--- config.mk ---
export PLATFORM = sky130hd
export DESIGN_NAME = qea_run_sequencer_flat
export DESIGN_NICKNAME = d
export VERILOG_FILES = /design/src/rtl/qea_seq_pkg.sv /design/src/rtl/qea_run_sequencer_if.sv /design/src/rtl/qea_seq_readout.sv /design/src/rtl/qea_run_sequencer.sv /design/src/flat_wrapper.sv
export SDC_FILE = /design/constraint.sdc
export NUM_CORES = 1
export LEC_CHECK = 0
export BUFFER_PORTS_ARGS = -buffer_cell sky130_fd_sc_hd__buf_2
export CAP_MARGIN = 10
export CELL_PAD_IN_SITES_DETAIL_PLACEMENT = 1
export CELL_PAD_IN_SITES_GLOBAL_PLACEMENT = 1
export CORE_AREA = 2 2 379 381
export DETAILED_ROUTE_END_ITERATION = 7
export DIE_AREA = 0 0 381 383
export PLACE_DENSITY = 0.48
export SKIP_CTS_REPAIR_TIMING = 1
export SYNTH_ARGS = -nofsm -noshare
export SYNTH_HDL_FRONTEND = slang
export SYNTH_HIERARCHICAL = 1
export SYNTH_SLANG_ARGS = --single-unit
--- constraint.sdc ---
create_clock -name clk -period 3.5 [get_ports clk]
set_input_delay 0.7 -clock clk [delete_from_list [all_inputs] [get_ports clk]]
set_output_delay 0.7 -clock clk [all_outputs]
set_load 0.02 [all_outputs]
--- src/rtl/qea_seq_pkg.sv ---
// Shared types and helpers for the QEA run sequencer.
//   seq_state_t : sequencer FSM states
//   rows_for()  : number of state RAM rows for a given qubit count
package qea_seq_pkg;

    typedef enum logic [2:0] {
        IDLE,
        LOAD_CTX,
        INIT,
        START,
        RUN,
        RD_REQ,
        RD_WAIT,
        RD_OUT
    } seq_state_t;

    // Each row holds 2**pe_num_width amplitudes, so small registers still need one row.
    function automatic int unsigned rows_for(input int unsigned qbit_num,
                                             input int unsigned pe_num_width);
        if (qbit_num <= pe_num_width) begin
            return 1;
        end
        return 32'd1 << (qbit_num - pe_num_width);
    endfunction

endpackage

--- src/rtl/qea_run_sequencer_if.sv ---
// Valid/ready stream bundle used for the context input and the state readout.
//   valid : producer has a word
//   ready : consumer takes the word this cycle
//   data  : DATA_W-bit payload
// master drives valid/data, slave drives ready.
interface qea_run_sequencer_if #(
    parameter int DATA_W = 64
) ();
    logic              valid;
    logic              ready;
    logic [DATA_W-1:0] data;

    modport master (output valid, output data, input ready);
    modport slave  (input valid, input data, output ready);
endinterface

--- src/rtl/qea_seq_readout.sv ---
// State RAM readout datapath: issues the read, waits out the RAM latency,
// then holds the captured row on the output stream until it is accepted.
//   i_req        : sequencer is in RD_REQ
//   i_wait       : sequencer is in RD_WAIT
//   i_row        : row address to read
//   i_state_dout : state RAM read data
//   o_ena/o_addra: read request toward the state RAM
//   o_capture    : row captured this cycle (leave RD_WAIT)
//   o_accept     : output row accepted this cycle
//   m_state      : readout stream (master)
module qea_seq_readout #(
    parameter int ROW_WIDTH  = 256,
    parameter int ADDR_WIDTH = 16,
    parameter int RD_LAT     = 1
) (
    input  logic                  clk,
    input  logic                  rst_n,
    input  logic                  i_req,
    input  logic                  i_wait,
    input  logic [ADDR_WIDTH-1:0] i_row,
    input  logic [ROW_WIDTH-1:0]  i_state_dout,
    output logic                  o_ena,
    output logic [ADDR_WIDTH-1:0] o_addra,
    output logic                  o_capture,
    output logic                  o_accept,
    qea_run_sequencer_if.master   m_state
);

    localparam int LAT_W = 2;

    logic [LAT_W-1:0]     r_lat_cnt;
    logic                 r_valid;
    logic [ROW_WIDTH-1:0] r_data;

    assign o_ena         = i_req;
    assign o_addra       = i_row;
    assign o_capture     = i_wait && (r_lat_cnt == '0);
    assign o_accept      = r_valid && m_state.ready;
    assign m_state.valid = r_valid;
    assign m_state.data  = r_data;

    // Down-counter loaded at the request; the last RD_WAIT cycle sees terminal count.
    always_ff @(posedge clk or negedge rst_n) begin
        if (!rst_n) begin
            r_lat_cnt <= '0;
            r_valid   <= 1'b0;
            r_data    <= '0;
        end else begin
            if (i_req) begin
                r_lat_cnt <= LAT_W'(RD_LAT - 1);
            end else if (i_wait && (r_lat_cnt != '0)) begin
                r_lat_cnt <= r_lat_cnt - 1'b1;
            end

            if (o_capture) begin
                r_data  <= i_state_dout;
                r_valid <= 1'b1;
            end else if (o_accept) begin
                r_valid <= 1'b0;
            end
        end
    end

endmodule

--- src/rtl/qea_run_sequencer.sv ---
// Sequences one QEA execution: load context RAM, initialise state RAM to
// |0...0>, pulse start, wait for completion, stream every state row out.
// Ports:
//   clk, rst_n                  : clock, async active-low reset
//   i_run/i_qbit_num/i_ins_num  : run request and its parameters (IDLE only)
//   s_ctx                       : context word stream in (slave)
//   o_ctx_*                     : context RAM write port
//   o_state_*, i_state_dout     : state RAM port
//   o_qea_qbit_num, o_qea_start : QEA control, i_qea_complete : QEA done level
//   m_state                     : state row stream out (master)
//   o_busy, o_done              : status
// Optional: define QEA_SEQ_CYCLE_CNT_EN to add o_exec_cycles (cycles spent in RUN).
//
// state    | meaning
// IDLE     | waiting for i_run
// LOAD_CTX | accepting context words into context RAM
// INIT     | writing |0...0> rows to state RAM
// START    | one-cycle QEA start pulse
// RUN      | waiting for i_qea_complete
// RD_REQ   | issuing state RAM read for current row
// RD_WAIT  | waiting RD_LAT cycles for read data
// RD_OUT   | presenting row until accepted
module qea_run_sequencer
    import qea_seq_pkg::*;
#(
    parameter int PE_NUM_WIDTH            = 2,
    parameter int PE_NUM                  = 4,
    parameter int DATA_WIDTH              = 32,
    parameter int STATE_DATA_WIDTH        = DATA_WIDTH * 2,
    parameter int STATE_ADDR_WIDTH        = 16,
    parameter int GATE_CONTEXT_DATA_WIDTH = DATA_WIDTH * 2,
    parameter int GATE_CONTEXT_ADDR_WIDTH = 16,
    parameter int MAX_QBIT_WIDTH          = 6,
    parameter int NUM_FRAC_BIT            = 30,
    parameter int RD_LAT                  = 1
) (
    input  logic                                  clk,
    input  logic                                  rst_n,
    input  logic                                  i_run,
    input  logic [MAX_QBIT_WIDTH-1:0]             i_qbit_num,
    input  logic [GATE_CONTEXT_ADDR_WIDTH-1:0]    i_ins_num,
    qea_run_sequencer_if.slave                    s_ctx,
    output logic                                  o_ctx_en,
    output logic                                  o_ctx_wea,
    output logic [GATE_CONTEXT_ADDR_WIDTH-1:0]    o_ctx_addr,
    output logic [GATE_CONTEXT_DATA_WIDTH-1:0]    o_ctx_data,
    output logic                                  o_state_ena,
    output logic                                  o_state_wea,
    output logic [STATE_ADDR_WIDTH-1:0]           o_state_addra,
    output logic [PE_NUM*STATE_DATA_WIDTH-1:0]    o_state_dina,
    input  logic [PE_NUM*STATE_DATA_WIDTH-1:0]    i_state_dout,
    output logic [MAX_QBIT_WIDTH-1:0]             o_qea_qbit_num,
    output logic                                  o_qea_start,
    input  logic                                  i_qea_complete,
    qea_run_sequencer_if.master                   m_state,
    output logic                                  o_busy,
    output logic                                  o_done
`ifdef QEA_SEQ_CYCLE_CNT_EN
    ,
    output logic [31:0]                           o_exec_cycles
`endif
);

    localparam int ROW_W = PE_NUM * STATE_DATA_WIDTH;
    // 1.0 in the real part of the most-significant lane.
    localparam logic [ROW_W-1:0] INIT_ROW0 = ROW_W'(1) << (ROW_W - DATA_WIDTH + NUM_FRAC_BIT);

    seq_state_t                         r_state, w_next;
    logic [MAX_QBIT_WIDTH-1:0]          r_qbit_num;
    logic [GATE_CONTEXT_ADDR_WIDTH-1:0] r_ins_num, r_beat, r_ctx_addr;
    logic [GATE_CONTEXT_DATA_WIDTH-1:0] r_ctx_data;
    logic [STATE_ADDR_WIDTH-1:0]        r_rows, r_row;
    logic                               r_ctx_en, r_skip, r_done;

    logic                               w_ctx_fire, w_last_beat, w_last_row;
    logic                               w_rd_ena, w_rd_capture, w_rd_accept;
    logic [STATE_ADDR_WIDTH-1:0]        w_rd_addr;

    assign w_ctx_fire     = s_ctx.valid && s_ctx.ready;
    assign w_last_beat    = (r_beat == r_ins_num - 1'b1);
    assign w_last_row     = (r_row == r_rows - 1'b1);
    assign o_ctx_en       = r_ctx_en;
    assign o_ctx_wea      = r_ctx_en;
    assign o_ctx_addr     = r_ctx_addr;
    assign o_ctx_data     = r_ctx_data;
    assign o_qea_qbit_num = r_qbit_num;
    assign o_done         = r_done;

    qea_seq_readout #(
        .ROW_WIDTH  (ROW_W),
        .ADDR_WIDTH (STATE_ADDR_WIDTH),
        .RD_LAT     (RD_LAT)
    ) u_readout (
        .clk          (clk),
        .rst_n        (rst_n),
        .i_req        (r_state == RD_REQ),
        .i_wait       (r_state == RD_WAIT),
        .i_row        (r_row),
        .i_state_dout (i_state_dout),
        .o_ena        (w_rd_ena),
        .o_addra      (w_rd_addr),
        .o_capture    (w_rd_capture),
        .o_accept     (w_rd_accept),
        .m_state      (m_state)
    );

    always_comb begin
        w_next        = r_state;
        s_ctx.ready   = 1'b0;
        o_qea_start   = 1'b0;
        o_busy        = (r_state != IDLE);
        o_state_ena   = 1'b0;
        o_state_wea   = 1'b0;
        o_state_addra = '0;
        o_state_dina  = '0;

        case (r_state)
            IDLE: begin
                if (i_run) begin
                    w_next = (i_ins_num == '0) ? INIT : LOAD_CTX;
                end
            end
            LOAD_CTX: begin
                s_ctx.ready = 1'b1;
                if (w_ctx_fire && w_last_beat) begin
                    w_next = INIT;
                end
            end
            INIT: begin
                o_state_ena   = 1'b1;
                o_state_wea   = 1'b1;
                o_state_addra = r_row;
                o_state_dina  = (r_row == '0) ? INIT_ROW0 : '0;
                if (w_last_row) begin
                    w_next = START;
                end
            end
            START: begin
                o_qea_start = 1'b1;
                w_next      = RUN;
            end
            RUN: begin
                // complete may still be high from the previous run for a cycle
                if (!r_skip && i_qea_complete) begin
                    w_next = RD_REQ;
                end
            end
            RD_REQ: begin
                o_state_ena   = w_rd_ena;
                o_state_addra = w_rd_addr;
                w_next        = RD_WAIT;
            end
            RD_WAIT: begin
                if (w_rd_capture) begin
                    w_next = RD_OUT;
                end
            end
            RD_OUT: begin
                if (w_rd_accept) begin
                    w_next = w_last_row ? IDLE : RD_REQ;
                end
            end
            default: w_next = IDLE;
        endcase
    end

    always_ff @(posedge clk or negedge rst_n) begin
        if (!rst_n) begin
            r_state    <= IDLE;
            r_qbit_num <= '0;
            r_ins_num  <= '0;
            r_rows     <= '0;
            r_beat     <= '0;
            r_row      <= '0;
            r_ctx_en   <= 1'b0;
            r_ctx_addr <= '0;
            r_ctx_data <= '0;
            r_skip     <= 1'b0;
            r_done     <= 1'b0;
        end else begin
            r_state  <= w_next;
            r_ctx_en <= w_ctx_fire;
            r_skip   <= (r_state == START);
            r_done   <= (r_state == RD_OUT) && w_rd_accept && w_last_row;

            if (w_ctx_fire) begin
                r_ctx_addr <= r_beat;
                r_ctx_data <= s_ctx.data;
                r_beat     <= r_beat + 1'b1;
            end

            case (r_state)
                IDLE: begin
                    if (i_run) begin
                        r_qbit_num <= i_qbit_num;
                        r_ins_num  <= i_ins_num;
                        r_rows     <= STATE_ADDR_WIDTH'(rows_for(32'(i_qbit_num), PE_NUM_WIDTH));
                        r_beat     <= '0;
                        r_row      <= '0;
                    end
                end
                INIT:    r_row <= w_last_row ? '0 : r_row + 1'b1;
                RD_OUT: begin
                    if (w_rd_accept && !w_last_row) begin
                        r_row <= r_row + 1'b1;
                    end
                end
                default: ;
            endcase
        end
    end

`ifdef QEA_SEQ_CYCLE_CNT_EN
    logic [31:0] r_exec_cycles;

    assign o_exec_cycles = r_exec_cycles;

    always_ff @(posedge clk or negedge rst_n) begin
        if (!rst_n) begin
            r_exec_cycles <= '0;
        end else if (r_state == START) begin
            r_exec_cycles <= '0;
        end else if ((r_state == RUN) && (r_exec_cycles != '1)) begin
            r_exec_cycles <= r_exec_cycles + 1'b1;
        end
    end
`endif

endmodule

--- src/flat_wrapper.sv ---
// flat-port wrapper written by rule: the top's interface ports become plain ports
module qea_run_sequencer_flat import qea_seq_pkg::*;
#(
    parameter int PE_NUM_WIDTH            = 2,
    parameter int PE_NUM                  = 4,
    parameter int DATA_WIDTH              = 32,
    parameter int STATE_DATA_WIDTH        = DATA_WIDTH * 2,
    parameter int STATE_ADDR_WIDTH        = 16,
    parameter int GATE_CONTEXT_DATA_WIDTH = DATA_WIDTH * 2,
    parameter int GATE_CONTEXT_ADDR_WIDTH = 16,
    parameter int MAX_QBIT_WIDTH          = 6,
    parameter int NUM_FRAC_BIT            = 30,
    parameter int RD_LAT                  = 1
)
  (clk, rst_n, i_run, i_qbit_num, i_ins_num, o_ctx_en, o_ctx_wea, o_ctx_addr, o_ctx_data, o_state_ena, o_state_wea, o_state_addra, o_state_dina, i_state_dout, o_qea_qbit_num, o_qea_start, i_qea_complete, o_busy, o_done, s_ctx_valid, s_ctx_data, s_ctx_ready, m_state_valid, m_state_data, m_state_ready);
  qea_run_sequencer_if #(.DATA_W((64))) s_ctx_i ();
  qea_run_sequencer_if #(.DATA_W((256))) m_state_i ();
  input  logic clk;
  input  logic rst_n;
  input  logic i_run;
  input  logic [MAX_QBIT_WIDTH-1:0] i_qbit_num;
  input  logic [GATE_CONTEXT_ADDR_WIDTH-1:0] i_ins_num;
  output logic o_ctx_en;
  output logic o_ctx_wea;
  output logic [GATE_CONTEXT_ADDR_WIDTH-1:0] o_ctx_addr;
  output logic [GATE_CONTEXT_DATA_WIDTH-1:0] o_ctx_data;
  output logic o_state_ena;
  output logic o_state_wea;
  output logic [STATE_ADDR_WIDTH-1:0] o_state_addra;
  output logic [PE_NUM*STATE_DATA_WIDTH-1:0] o_state_dina;
  input  logic [PE_NUM*STATE_DATA_WIDTH-1:0] i_state_dout;
  output logic [MAX_QBIT_WIDTH-1:0] o_qea_qbit_num;
  output logic o_qea_start;
  input  logic i_qea_complete;
  output logic o_busy;
  output logic o_done;
  input wire logic [$bits(s_ctx_i.valid)-1:0] s_ctx_valid;
  input wire logic [$bits(s_ctx_i.data)-1:0] s_ctx_data;
  output wire logic [$bits(s_ctx_i.ready)-1:0] s_ctx_ready;
  output wire logic [$bits(m_state_i.valid)-1:0] m_state_valid;
  output wire logic [$bits(m_state_i.data)-1:0] m_state_data;
  input wire logic [$bits(m_state_i.ready)-1:0] m_state_ready;
  assign s_ctx_i.valid = s_ctx_valid;
  assign s_ctx_i.data = s_ctx_data;
  assign s_ctx_ready = s_ctx_i.ready;
  assign m_state_valid = m_state_i.valid;
  assign m_state_data = m_state_i.data;
  assign m_state_i.ready = m_state_ready;
  qea_run_sequencer #(.PE_NUM_WIDTH(PE_NUM_WIDTH), .PE_NUM(PE_NUM), .DATA_WIDTH(DATA_WIDTH), .STATE_DATA_WIDTH(STATE_DATA_WIDTH), .STATE_ADDR_WIDTH(STATE_ADDR_WIDTH), .GATE_CONTEXT_DATA_WIDTH(GATE_CONTEXT_DATA_WIDTH), .GATE_CONTEXT_ADDR_WIDTH(GATE_CONTEXT_ADDR_WIDTH), .MAX_QBIT_WIDTH(MAX_QBIT_WIDTH), .NUM_FRAC_BIT(NUM_FRAC_BIT), .RD_LAT(RD_LAT)) u_core (.clk(clk), .rst_n(rst_n), .i_run(i_run), .i_qbit_num(i_qbit_num), .i_ins_num(i_ins_num), .s_ctx(s_ctx_i), .o_ctx_en(o_ctx_en), .o_ctx_wea(o_ctx_wea), .o_ctx_addr(o_ctx_addr), .o_ctx_data(o_ctx_data), .o_state_ena(o_state_ena), .o_state_wea(o_state_wea), .o_state_addra(o_state_addra), .o_state_dina(o_state_dina), .i_state_dout(i_state_dout), .o_qea_qbit_num(o_qea_qbit_num), .o_qea_start(o_qea_start), .i_qea_complete(i_qea_complete), .m_state(m_state_i), .o_busy(o_busy), .o_done(o_done));
endmodule
# Yosys cells after proc, flatten, opt, wreduce, memory -nomap -nowiden
# Index checks and enable logic that the tools add are counted.
totals:
  inputBits: 348
  latch_bits: 0
  romBits: 0
  regBits: 415
  output_inout_bits: 623
  mem_bits_rw: 0
  memories: 0
  wordCells: 94
classes:
  div_mod_pow: 0
  magnitude_cmp: 1
  add_sub_neg: 6
  n_eq_ne: 16
  bitwise_logic: 0
  reduce_logical: 24
  n_mul: 0
  shift: 1
  mux: 32
ops:
  columns: ["operator", "n"]
  rows:
  - ["$mux W256", 1]
  - ["$mux W255", 1]
  - ["$mux W16", 8]
  - ["$pmux W16 S3", 1]
  - ["$add A16 B1 Y16 const B", 2]
  - ["$eq A16 B16 Y1", 2]
  - ["$logic_not A16 Y1", 2]
  - ["$shl A1 B32 Y16 const A", 1]
  - ["$sub A16 B1 Y16 const B", 2]
  - ["$pmux W3 S8", 1]
  - ["$mux W3", 7]
  - ["$eq A3 B3 Y1 const B", 4]
  - ["$mux W1", 10]
  - ["$ne A2 B1 Y1 const B", 5]
  - ["$logic_and A1 B1 Y1", 9]
  - ["$sub A6 B2 Y7 const B", 1]
  - ["$eq A3 B2 Y1 const B", 2]
  - ["$le A6 B2 Y1 const B", 1]
  - ["$mux W2", 3]
  - ["$reduce_and A6 Y1", 1]
  - ["$reduce_bool A2 Y1", 3]
  - ["$reduce_bool A3 Y1", 2]
  - ["$ne A2 B2 Y1 const B", 2]
  - ["$eq A3 B1 Y1 const B", 1]
  - ["7 further kinds", 8]

# Logic depth before layout (Yosys ltp)
depth:
  ltp_word: 6
  ltp_mapped: 14
  mapped_depth_nobuf: 12

# Hierarchy
# The synthesis kept the hierarchy.
by_module_without_submodules:
  columns: ["module", "n_inst", "seq_area_each_um2", "area_per_inst_um2", "cells_each"]
  rows:
  - ["qea_seq_readout", 1, 6481.2, 10834.1, 574]
  - ["qea_run_sequencer", 1, 3903.7, 10048.4, 1213]

# Least setup slack after synthesis
# No wires, ideal clock.
synth_timing:
  path_type: "reg2reg"
  start: "register u_core.r_rows[0]"
  end: "register u_core.r_row[8]"
  path_slack_ps: 359
  stages_incl_launch_ff: 11
  period_less_slack_ps: 3141
  t_required_ps: 3376
  arrival_ps: 3017
  setup_ps: 124
  path_buffers: 1
  cell_sequence: "dfrtp_1 inv_1 ha_1 or4b_1 or4b_4 or4_1 o211ai_1 buf_4 and2_0 nor4_1 a211o_1"
synth_via:
  elab_chain_cells: 6
  word_cells_on_any_way: 8
  cone_classes: "1 x add/sub; 2 x eq/ne; 2 x mux; 3 x reduce/logical"
synth_lines:
  columns: ["element", "line", "source"]
  rows:
  - ["start, declared", "qea_run_sequencer.sv:72", "logic [STATE_ADDR_WIDTH-1:0] r_rows, r_row;"]
  - ["start signal, assigned", "qea_run_sequencer.sv:197", "r_rows <= STATE_ADDR_WIDTH'(rows_for(32'(i_qbit_num), PE_NUM_WIDTH));"]
  - ["$sub A16 B1 Y16 (*)", "qea_run_sequencer.sv:81", "assign w_last_row = (r_row == r_rows - 1'b1);"]
  - ["$eq A16 B16 Y1 (*)", "qea_run_sequencer.sv:81", null]
  - ["$logic_not A1 Y1", "qea_run_sequencer.sv:204", "if (w_rd_accept && !w_last_row) begin"]
  - ["$logic_and A1 B1 Y1", "qea_run_sequencer.sv:204", null]
  - ["$ne A2 B2 Y1 (no line)", null, null]
  - ["$reduce_and A3 Y1 (no line)", null, null]
  - ["end signal, assigned", "qea_run_sequencer.sv:202", "INIT: r_row <= w_last_row ? '0 : r_row + 1'b1;"]
  - ["end signal, assigned", "qea_run_sequencer.sv:205", "r_row <= r_row + 1'b1;"]
  - ["end, declared", "qea_run_sequencer.sv:72", null]
# Mark *: on every way between the ends. The rest lies on a longest branch, timed or not.
# A chain may end at the register's enable or synchronous reset.

# Worst setup path after layout
layout_timing:
  start: "register u_core.r_rows[3]"
  end: "register u_core.r_row[4]"
# Same word-level chain as after synthesis.

==> metrics.txt <==
# TYPE chip_impl_metric gauge
chip_impl_info{name="outcome",value="complete, no violations"} 1
chip_impl_metric{name="total_power",unit="uW"} 11360
chip_impl_info{name="type_of_the_setup_path_with_the_least_slack",value="register to register"} 1
chip_impl_info{name="critPathMostFrequentCell",value="or4_1"} 1
chip_impl_metric{name="detail_route.wl_per_cell",unit="um"} 19.09
chip_impl_metric{name="synth-warning-count",unit=""} 6
chip_impl_metric{name="path_clk_slew",unit="ns"} 0.06
chip_impl_metric{name="report.final.setup_viol",unit=""} 0
chip_impl_metric{name="placementRows",unit=""} 139
chip_impl_metric{name="asyncSetResetFlopFracSynth",unit="%"} 100.0
chip_impl_metric{name="netlist_area",unit="mm^2"} 0.02088
chip_impl_metric{name="clock_sinks",unit=""} 415
chip_impl_metric{name="dp.final_hpwl",unit="um"} 67130
chip_impl_metric{name="worst_slew_pin_slew",unit="ns"} 1.008
chip_impl_metric{name="static-leakage-power",unit="uW"} 0.01472
chip_impl_metric{name="critical_path.n_buffers_inverters",unit=""} 0
chip_impl_metric{name="hold_viol_final",unit=""} 0
chip_impl_metric{name="htreeDepth",unit=""} 2
chip_impl_metric{name="syn_inst",unit=""} 1787
chip_impl_metric{name="remaining_drc_errors",unit=""} 0
chip_impl_metric{name="cts_made_buffers",unit=""} 57
chip_impl_metric{name="drt_wl_total",unit="um"} 85350
chip_impl_info{name="cts_tree",value="yes"} 1
chip_impl_metric{name="power_density",unit="mW/mm^2"} 413.2
chip_impl_metric{name="route.vias.total",unit=""} 15070
chip_impl_info{name="endpoint_kind",value="register"} 1
chip_impl_metric{name="number_of_cells_on_the_worst_reg_to_reg_path",unit=""} 8
chip_impl_metric{name="synth_seq_area_share",unit="%"} 49.73
chip_impl_metric{name="placement.io_buffers",unit=""} 715
chip_impl_metric{name="post-route-cell-area",unit="mm^2"} 0.02749
chip_impl_metric{name="maximum_number_of_pins_on_one_net_before_global_route_repair",unit=""} 91
chip_impl_metric{name="layout.nets",unit=""} 2874
chip_impl_metric{name="gr-usage-all-layers",unit="%"} 11.23
chip_impl_metric{name="setup_skew_after_layout",unit="ns"} 0.04169
chip_impl_metric{name="worstPathRequired",unit="ns"} 4.01
chip_impl_metric{name="power.ir.vdd_worst",unit="mV"} 0.3510
chip_impl_metric{name="drtIter0Drc",unit=""} 556
chip_impl_info{name="critPathSlowestCell",value="or4_1"} 1
chip_impl_metric{name="fin_hold_ws",unit="ns"} 0.08582
chip_impl_metric{name="start_util",unit="%"} 14.68
chip_impl_metric{name="fmax",unit="GHz"} 0.2996
chip_impl_metric{name="synth_area_per_inst",unit="um^2"} 11.69
chip_impl_metric{name="final_layout_size_suffix_gt1_share",unit="%"} 44.72
chip_impl_info{name="hold_path_class",value="primary input to async pin"} 1
chip_impl_metric{name="die-area",unit="mm^2"} 0.1459
chip_impl_metric{name="finalCritPeriodShare",unit="%"} 95.35
chip_impl_metric{name="finalWorstPathRequiredPeriod",unit="ns"} 3.337
chip_impl_metric{name="cp_slowest_stage_delay",unit="ns"} 0.72
chip_impl_metric{name="grt_pass1_vias",unit=""} 15600
chip_impl_info{name="clockRootBuffer",value="clkbuf_16"} 1
chip_impl_metric{name="die_h",unit="um"} 383
chip_impl_metric{name="wire_length_of_the_first_global_routing_pass",unit="um"} 119100
chip_impl_info{name="dominantRegCellSynth",value="dfrtp_1"} 1
chip_impl_metric{name="clockBufferDepth",unit=""} 3
chip_impl_metric{name="drv_slew",unit=""} 0
chip_impl_info{name="critical_path_cell_list",value="or4_1 -> or4_4 -> o31ai_4 -> o211ai_2 -> or4_1 -> a211oi_2 -> xor2_1 -> nor2_1"} 1
chip_impl_metric{name="coreArea",unit="mm^2"} 0.1423
chip_impl_metric{name="cp_num_cells",unit=""} 8
chip_impl_metric{name="antenna_violations_before_repair",unit=""} 31
chip_impl_info{name="cpLargestDelayFamily",value="simple AND/OR/NAND/NOR gates"} 1
chip_impl_metric{name="aggregate_global_routing_overflow",unit=""} 0
chip_impl_metric{name="clkLatencyLatePin",unit="ns"} 0.66
chip_impl_metric{name="maxSlewHeadroom",unit="%"} 32.60
chip_impl_metric{name="timing.critical_path.fanout_max",unit=""} 7
chip_impl_metric{name="detailedRoute.firstPassIterationCount",unit=""} 4
chip_impl_metric{name="syn_to_final_growth",unit="%"} 31.62
chip_impl_metric{name="pin_count",unit=""} 971
chip_impl_metric{name="die_w",unit="um"} 381
chip_impl_metric{name="cp_data_arrival_time",unit="ns"} 3.85
chip_impl_metric{name="placed_area",unit="mm^2"} 0.02552
chip_impl_metric{name="number_of_synthesized_flops_with_an_enable_pin",unit=""} 0
chip_impl_metric{name="ys_seq_elements",unit=""} 415
chip_impl_info{name="worstSetupStartpointType",value="register"} 1
chip_impl_metric{name="place.gp.congestion",unit=""} 0.7788
chip_impl_metric{name="max_cap_violations",unit=""} 0
chip_impl_metric{name="post_detailed_route_via_to_cell_ratio",unit=""} 3.372
chip_impl_metric{name="antenna_left",unit=""} 0
chip_impl_metric{name="synthDistinctLibCells",unit=""} 75
==> cell families (layout without fill, tap and decap cells) <==
logic type / after synthesis / after routing / synth area share (%)
compound gates: 121 / 121 / 4.182
xor+xnor: 61 / 61 / 2.558
fa+ha+maj: 11 / 11 / 0.6591
buf+inv: 381 / 896 / 13.71
flops: 415 / 415 / 49.73
mux: 265 / 265 / 17.85
other cells: 1 / 266 / 0.01796
simple gates: 532 / 532 / 11.29
==> metal layers <==
metal	GRT usage, %	part of all wire [%]
met2	18.59	48
met1	13.54	41
met3	3.347	6.9
met5	0	0.14
met4	4.655	4.1
==> registers in the layout, summed over array words and instances, names as in the netlist <==
signal / count
u_core/o_ctx_addr: 16
u_core/o_ctx_data: 64
u_core/o_ctx_en: 1
u_core/o_done: 1
u_core/o_qea_qbit_num: 6
u_core/r_beat: 16
u_core/r_ins_num: 16
u_core/r_row: 16
u_core/r_rows: 16
u_core/r_skip: 1
u_core/r_state: 3
u_core/u_readout/m_state.data: 256
u_core/u_readout/m_state.valid: 1
u_core/u_readout/r_lat_cnt: 2
==> cell type report <==
class                      instances  area (um^2)
sequential                       415        10390
antenna                           11        27.53
timing repair buffer             768         4074
fill                           16660       114800
tap                             1903         2381
clock inverter                    20        245.2
multi-input combinational       1245         8610
inverter                          28        108.9
clock buffer                      80         1654
==> where the power goes <==
group,switching [uW],total [uW],leakage [uW],internal (uW)
combinational,454,624,0.00805,169
clock,2430,5930,0.000930,3510
sequential,0,4800,0.00574,4800
total,2880,11400,0.0147,8480
==> placed cells by master, fill, tap and decap left out, drive strengths merged, types with 6 or more instances in the layout <==
cell type and n:
diode 11, a22o 15, xor2 29, a21oi 21, and3 9, or3 14
nand3 16, conb 255, nor3 25, nand2 340, nand4 10, inv 27
nor4b 6, mux2 259, ha 11, clkinv 15, mux2i 6, a211oi 6
clkbuf 80, o22ai 10, xnor2 32, dfrtp 415, nor4 12, nor2b 11
nor2 55, o21ai 34, or4 10, buf 768
==> cells in the mapped netlist (10+ instances only) <==
cell      count  area [um^2]
o21ai_0      34        170.2
xnor2_1      32        280.3
clkbuf_1     44        165.2
dfrtp_1     415        10380
ha_1         11        137.6
a22o_1       15        131.4
buf_4       274         2057
inv_1        26        97.59
nor2_1       55        206.5
nand3_1      16        80.08
nor2b_1      11        68.82
mux2_4      200         3003
buf_12       22        440.4
a21oi_1      20        100.1
nor4_1       11        68.82
nor3_1       25        125.1
or3_1        14        87.58
nand4_1      10        62.56
xor2_1       29        254.0
mux2_2       59        664.4
nand2_1     340         1276
==> stage by stage <==
| step | std cells | util, % | setup WS, ns | TNS (ns) |
|---|---|---|---|---|
| finish | 4470 | 19.32 | 0.1628 | 0 |
| global route | 4460 | 19.30 | -0.006955 | -0.006955 |
| CTS | 4455 | 19.27 | 0.1256 | 0 |
| detailed placement | 4355 | 17.94 | 0.1403 | 0 |
| global placement | 4355 | 17.94 | 0.1876 | 0 |
| floorplan | 2041 | - | 0.3587 | 0 |
==> final timing paths <==
check / start / end / slack, ns
setup / recovery: u_core/r_rows[3]$_DFFE_PN0P_ / u_core/r_row[4]$_DFFE_PN0P_ / 0.16
hold / removal: rst_n / u_core/u_readout/m_state.data[39]$_DFFE_PN0P_ / 0.09
setup reg to reg: u_core/r_rows[3]$_DFFE_PN0P_ / u_core/r_row[4]$_DFFE_PN0P_ / 0.16
hold reg to reg: u_core/o_ctx_data[44]$_DFFE_PN0P_ / u_core/o_ctx_data[44]$_DFFE_PN0P_ / 0.46
max in group asynchronous: rst_n / u_core/r_beat[10]$_DFF_PN0_ / 2.48
min in group clk: s_ctx_data[7] / u_core/o_ctx_data[7]$_DFFE_PN0P_ / 0.24
Note: power is estimated with default switching activity, not from simulation.
